$ cat src/rtl/camera_pkg.sv
// Shared types and constants for the camera pixel-to-word packer.
package camera_pkg;

    localparam int DEFAULT_H_ACTIVE = 1280;
    localparam int DEFAULT_V_ACTIVE = 720;
    localparam int PIX_PER_WORD     = 8;
    localparam int PIX_W            = 16;
    localparam int WORD_W           = 128;

    typedef enum logic [1:0] {
        SYNC,
        PACK,
        DROP
    } packer_state_t;

    // One buffered output beat: the packed word plus its end-of-frame flag.
    typedef struct packed {
        logic              tlast;
        logic [WORD_W-1:0] data;
    } buf_entry_t;

    // Increment that sticks at all-ones instead of wrapping.
    function automatic logic [15:0] sat_inc16(input logic [15:0] value);
        return (value == 16'hFFFF) ? value : value + 16'd1;
    endfunction

endpackage

$ cat src/rtl/packer_word_buffer.sv
// Small synchronous FIFO holding completed {tlast, data} words until the
// downstream AXI-Stream sink accepts them. A push is honoured when full if a
// pop happens in the same cycle. DEPTH must be a power of two.
module packer_word_buffer
    import camera_pkg::*;
#(
    parameter int DEPTH = 2
) (
    input  logic       clk,
    input  logic       rst,
    input  logic       push,
    input  buf_entry_t push_entry,
    input  logic       pop,
    output buf_entry_t head,
    output logic       full,
    output logic       empty
);

    localparam int              PTR_W      = (DEPTH > 1) ? $clog2(DEPTH) : 1;
    localparam logic [PTR_W:0]  FULL_LEVEL = (PTR_W + 1)'(DEPTH);

    buf_entry_t       mem [DEPTH];
    logic [PTR_W-1:0] wr_ptr;
    logic [PTR_W-1:0] rd_ptr;
    logic [PTR_W:0]   level;
    logic             do_push;
    logic             do_pop;

    assign empty   = (level == '0);
    assign full    = (level == FULL_LEVEL);
    assign do_pop  = pop && !empty;
    assign do_push = push && (!full || do_pop);

    // An empty buffer presents all-zero data so the outputs are clean after reset.
    assign head = empty ? '0 : mem[rd_ptr];

    // Entry storage: written on push only.
    // NOTE: the storage array has no reset; stale entries are never visible
    // because head is forced to zero while empty, and this keeps it plain RAM.
    always_ff @(posedge clk) begin
        if (do_push) begin
            mem[wr_ptr] <= push_entry;
        end
    end

    // Read/write pointers and fill level.
    // NOTE: sequential state uses non-blocking assignments so every register
    // samples pre-edge values regardless of statement order.
    always_ff @(posedge clk or posedge rst) begin
        if (rst) begin
            wr_ptr <= '0;
            rd_ptr <= '0;
            level  <= '0;
        end else begin
            if (do_push) begin
                wr_ptr <= wr_ptr + 1'b1;
            end
            if (do_pop) begin
                rd_ptr <= rd_ptr + 1'b1;
            end
            case ({do_push, do_pop})
                2'b10:   level <= level + 1'b1;
                2'b01:   level <= level - 1'b1;
                default: level <= level;
            endcase
        end
    end

endmodule

$ cat src/rtl/camera_word_packer.sv
// Packs a non-stallable 16-bit camera pixel stream into 128-bit AXI-Stream
// words (pixel 0 in bits [15:0]), flags the last word of each frame with
// tlast, and drops the remainder of a frame cleanly when the output buffer
// overflows. Optional test-pattern source: define CAMERA_PACKER_TPG_EN to add
// the tpg_enable port, which replaces pixel data with the in-frame pixel index.
module camera_word_packer
    import camera_pkg::*;
#(
    parameter int H_ACTIVE  = DEFAULT_H_ACTIVE,
    parameter int V_ACTIVE  = DEFAULT_V_ACTIVE,
    parameter int BUF_DEPTH = 2
) (
    input  logic              clk,
    input  logic              rst,
    input  logic              cam_valid,
    input  logic [PIX_W-1:0]  cam_pixel,
    input  logic              cam_frame_start,
    output logic [WORD_W-1:0] m_axis_data,
    output logic              m_axis_valid,
    output logic              m_axis_tlast,
    input  logic              m_axis_ready,
    output logic [15:0]       overflow_count,
    output logic [15:0]       short_frame_count
`ifdef CAMERA_PACKER_TPG_EN
    ,
    input  logic              tpg_enable
`endif
);

    localparam int WORDS_PER_FRAME = H_ACTIVE * V_ACTIVE / PIX_PER_WORD;
    localparam int WC_W            = (WORDS_PER_FRAME > 1) ? $clog2(WORDS_PER_FRAME) : 1;
    localparam logic [WC_W-1:0] LAST_WORD = WC_W'(WORDS_PER_FRAME - 1);

    packer_state_t     state;
    packer_state_t     state_next;
    logic [2:0]        lane;
    logic [2:0]        lane_next;
    logic [WC_W-1:0]   word_cnt;
    logic [WC_W-1:0]   word_cnt_next;
    logic [WORD_W-1:0] pack_reg;
    logic [WORD_W-1:0] pack_next;
    logic [WORD_W-1:0] word_fill;
    logic [PIX_W-1:0]  pix;
    logic              restart;
    logic              tlast_now;
    logic              push;
    logic              pop;
    logic              full;
    logic              empty;
    logic              ovf_inc;
    logic              short_inc;
    buf_entry_t        push_entry;
    buf_entry_t        head;

    // A frame start restarts packing unless it lands exactly where a new
    // frame was expected anyway (PACK, lane 0, word 0).
    assign restart = cam_valid && cam_frame_start &&
                     ((state != PACK) || (lane != 3'd0) || (word_cnt != '0));

`ifdef CAMERA_PACKER_TPG_EN
    logic [PIX_W-1:0] pix_idx;
    assign pix_idx = restart ? '0 : PIX_W'({word_cnt, lane});
    assign pix     = tpg_enable ? pix_idx : cam_pixel;
`else
    assign pix = cam_pixel;
`endif

    assign pop          = m_axis_valid && m_axis_ready;
    assign tlast_now    = (word_cnt == LAST_WORD);
    assign push_entry   = '{tlast: tlast_now, data: word_fill};
    assign m_axis_valid = !empty;
    assign m_axis_data  = head.data;
    assign m_axis_tlast = head.tlast;

    // State register.
    always_ff @(posedge clk or posedge rst) begin
        if (rst) begin
            state <= SYNC;
        end else begin
            state <= state_next;
        end
    end

    // Next-state, packing datapath and buffer push decisions.
    // NOTE: every signal gets a default before any branch so no path leaves
    // one unassigned, which would otherwise infer a latch.
    always_comb begin
        state_next    = state;
        lane_next     = lane;
        word_cnt_next = word_cnt;
        pack_next     = pack_reg;
        push          = 1'b0;
        ovf_inc       = 1'b0;
        short_inc     = 1'b0;
        word_fill     = pack_reg;
        word_fill[{lane, 4'b0000} +: PIX_W] = pix;

        if (cam_valid) begin
            if (restart) begin
                // First pixel of a (re)started frame: lane 0 of word 0.
                short_inc        = (state == PACK);
                pack_next[PIX_W-1:0] = pix;
                lane_next        = 3'd1;
                word_cnt_next    = '0;
                state_next       = PACK;
            end else if (state == PACK) begin
                pack_next = word_fill;
                lane_next = lane + 3'd1;
                if (lane == 3'd7) begin
                    if (full && !pop) begin
                        // No room: lose this word and the rest of the frame.
                        ovf_inc       = 1'b1;
                        lane_next     = 3'd0;
                        word_cnt_next = '0;
                        state_next    = DROP;
                    end else begin
                        push          = 1'b1;
                        word_cnt_next = tlast_now ? '0 : word_cnt + 1'b1;
                    end
                end
            end
        end
    end

    // Packing register, lane index and word counter.
    always_ff @(posedge clk or posedge rst) begin
        if (rst) begin
            lane     <= '0;
            word_cnt <= '0;
            pack_reg <= '0;
        end else begin
            lane     <= lane_next;
            word_cnt <= word_cnt_next;
            pack_reg <= pack_next;
        end
    end

    // Saturating error counters.
    always_ff @(posedge clk or posedge rst) begin
        if (rst) begin
            overflow_count    <= '0;
            short_frame_count <= '0;
        end else begin
            if (ovf_inc) begin
                overflow_count <= sat_inc16(overflow_count);
            end
            if (short_inc) begin
                short_frame_count <= sat_inc16(short_frame_count);
            end
        end
    end

    packer_word_buffer #(
        .DEPTH (BUF_DEPTH)
    ) u_buffer (
        .clk        (clk),
        .rst        (rst),
        .push       (push),
        .push_entry (push_entry),
        .pop        (pop),
        .head       (head),
        .full       (full),
        .empty      (empty)
    );

endmodule

$ cat config.mk
export PLATFORM = sky130hd
export DESIGN_NAME = camera_word_packer
export DESIGN_NICKNAME = d
export VERILOG_FILES = /design/src/rtl/camera_pkg.sv /design/src/rtl/packer_word_buffer.sv /design/src/rtl/camera_word_packer.sv
export SDC_FILE = /design/constraint.sdc
export NUM_CORES = 1
export LEC_CHECK = 0
export BUFFER_PORTS_ARGS = -buffer_cell sky130_fd_sc_hd__buf_4
export CAP_MARGIN = 20
export CORE_MARGIN = 4
export CORE_UTILIZATION = 45
export DETAILED_ROUTE_END_ITERATION = 8
export GPL_TIMING_DRIVEN = 0
export PLACE_DENSITY = 0.74
export SYNTH_ARGS = -nofsm -noshare
export SYNTH_HDL_FRONTEND = slang
export SYNTH_HIERARCHICAL = 1
export SYNTH_SLANG_ARGS = --single-unit
$ cat constraint.sdc
create_clock -name clk -period 19.93 [get_ports clk]
set_clock_uncertainty 0.15 [all_clocks]
set_input_delay 2.9895 -clock clk [delete_from_list [all_inputs] [get_ports clk]]
set_output_delay 2.9895 -clock clk [all_outputs]
set_load 0.005 [all_outputs]
==> flow_metrics.tcl <==
set metrics [dict create \
    status "complete, no violations" \
    nets 1804 \
    vias 13137 \
    arrival_ns 5.86 \
    p_leak_nw 9.59 \
    fmax_ghz 0.174 \
    power_density_mw_per_mm2 136 \
    async_flop_share_pct 41.9 \
    multi_input_area_mm2 0.00645 \
    grt_start_max_net_pins 98 \
    gp_congestion 0.903 \
    grtUsageTotal_pct 20.8 \
    die_h_um 216 \
    final_util_pct 55.1 \
    synth_most_common_cell "edfxtp_1" \
    dr.first_iter.drc_count 1186 \
    cp_max_fo 29 \
    crit_required_ns 20.05 \
    clock_tree.root_cell "clkbuf_16" \
    internal_power_mw 2.14 \
    seqCellArea_mm2 0.0124 \
    grt-ovfl-total 0 \
    fill_cells 3447 \
    drc 0 \
    numPortBuffers 182 \
    ant_nets 0 \
    swShare_pct 32.4 \
    worstSetupPathType "input port to flop" \
    vias_per_cell 5.50 \
    grt_first_pass_wirelength_um 75800 \
    max-vdd-ir-drop_mv 0.0766 \
    cts_max_path_buffers 3 \
    start_kind "input port" \
    wl_um 49600 \
    htree_levels 2 \
    antenna_found_initial 1 \
    synth_area_mm2 0.0195 \
    regToRegSetupSlack_ns 15.12 \
    cts_resized 0 \
    crit_start "cam_valid" \
    holdCritStartpoint "overflow_count[6]" \
    pwr-share-comb_pct 32.9 \
    tritoncts "yes" \
    antenna_cells 0 \
    core_area_mm2 0.0423 \
    ys_types 57 \
    dieArea_mm2 0.0467 \
    slew_headroom_pct 43.7 \
    yosys.area.top_type "edfxtp_1" \
    critPathCaptureType "flop" \
    ys_seq_elements 444 \
    syn_area_per_cell_um2 12.7 \
    postCtsSetupBuffers 0 \
    clkPwrFrac_pct 27.4 \
    pin_count 183 \
    whs_ns 0.348 \
    setup_violations 0 \
    p_sw_mw 1.02 \
    cts-buffers-inserted 46 \
    clock-sinks 444 \
    min_path_type "flop to flop" \
    hold_viol_final 0 \
    syn_nets 1566 \
    first_global_vias 13045 \
    finalMaxSlewViolations 0 \
    rows 75 \
    syn2layout_area_growth_pct 19.7 \
    post-dp-hpwl_um 34500 \
    synth_top_area_share_pct 39.8 \
    drv_cap 0 \
    synth_edf_count 258 \
    period_needed_ns 5.74 \
    rsz0062_at_grt "no" \
    dieWidth_um 216 \
    initial_core_util_pct 46.0 \
    dr.pass1.iters 6 \
    path_clk_slew_ns 0.06 \
    drive_gt1_share_pct 25.2 \
    period_share_pct 28.8 \
    finalSetupTns_ns 0 \
    ys_top_cells_by_count "258 x edfxtp_1, 204 x nor2_1, 186 x dfrtp_1" \
    clk_latency_ns 0.57 \
    yosysSeqAreaShare_pct 63.7 \
    r2r-start "lane[0]" \
    wl_per_cell_um 20.8 \
    synthTopCellsByArea "edfxtp_1 40%, dfrtp_1 24%, mux2_2 7.6%" \
    worstMarginPinSlew_ns 0.844 \
    hold_buffers 0 \
    ys_warn_count 6 \
    syn_inst 1535 \
    p_seq_share_pct 39.7 \
    synth_flop_cell "edfxtp_1" \
    largest_reg_flops 258 \
]
-- cells by family (layout without fill, tap and decap cells) --
family	Yosys count	after routing	share of synthesized area, %
XOR/XNOR	34	34	1.53
multiplexers	262	262	14.3
buffers and inverters	108	383	3.30
AO/OA/AOI/OAI	149	149	4.59
AND/OR/NAND/NOR	528	528	12.0
adder cells (fa/ha/maj)	10	10	0.642
flip-flops	444	444	63.7
-- layer usage --
layer | vias up | global-route usage [%] | wire, um
li1 | 5975 | - | -
met1 | 6595 | 27.7 | 20700
met2 | 467 | 34.8 | 24100
met3 | 98 | 4.08 | 3540
met4 | 2 | 6.38 | 1340
met5 | - | 0 | 7
-- cell type report --
class / count / area share, %
Multi-Input combinational cell: 983 / 27.6
Clock inverter: 19 / 0.944
Inverter: 21 / 0.370
Clock buffer: 66 / 5.65
Sequential cell: 444 / 53.2
Buffer: 87 / 2.41
Timing Repair Buffer: 190 / 6.71
Tap cell: 577 / 3.10
-- cell usage in the layout (no fill, tap or decap), types with 45 or more instances in the layout --
cell type and n:
nor2_1 203, edfxtp_1 258, mux2_2 132, buf_4 204, nand3_1 45, clkbuf_16 48
mux2i_1 130, dfrtp_1 186, clkbuf_1 47, nand2_1 185, o21ai_0 82
-- path summary, 6_finish.rpt --
kind,end,cells past startpoint
min in group asynchronous,u_buffer/level[0],2
setup reg to reg,u_buffer/mem[0][84],14
max in group asynchronous,pack_reg[82],3
hold / removal,overflow_count[6],1
setup / recovery,u_buffer/mem[0][84],11
hold reg to reg,overflow_count[6],1
-- through the flow --
stage	total power, mW	cells	area, um^2	setup slack (ns)
floorplan	1.90	1535	19500	9.72
global placement	2.26	2294	21600	6.11
detailed placement	2.31	2302	21800	13.62
CTS	3.18	2387	23300	14.22
global route	3.32	2387	23300	13.98
finish	3.16	2387	23300	14.19
-- critical path: stages --
cell	delay, ns
buf_4	0.12
nand3b_1	0.26
nor3_2	0.26
a21oi_2	0.19
buf_6	0.19
nor2_1	0.41
nand2_1	0.22
nor2_4	0.55
buf_16	0.24
buf_16	0.18
buf_12	0.21
-- power by group through the flow --
| stage | Sequential [mW] | Clock (mW) | Combinational (mW) |
|---|---|---|---|
| 2_1_floorplan | 1.25 | 0 | 0.649 |
| 4_1_cts | 1.25 | 0.880 | 1.04 |
| 5_1_grt | 1.27 | 0.923 | 1.13 |
| 3_3_place_gp | 1.27 | 0 | 0.998 |
| 6_report | 1.26 | 0.866 | 1.04 |
| 3_5_place_dp | 1.27 | 0 | 1.04 |
(Power assumes the default switching activity.)
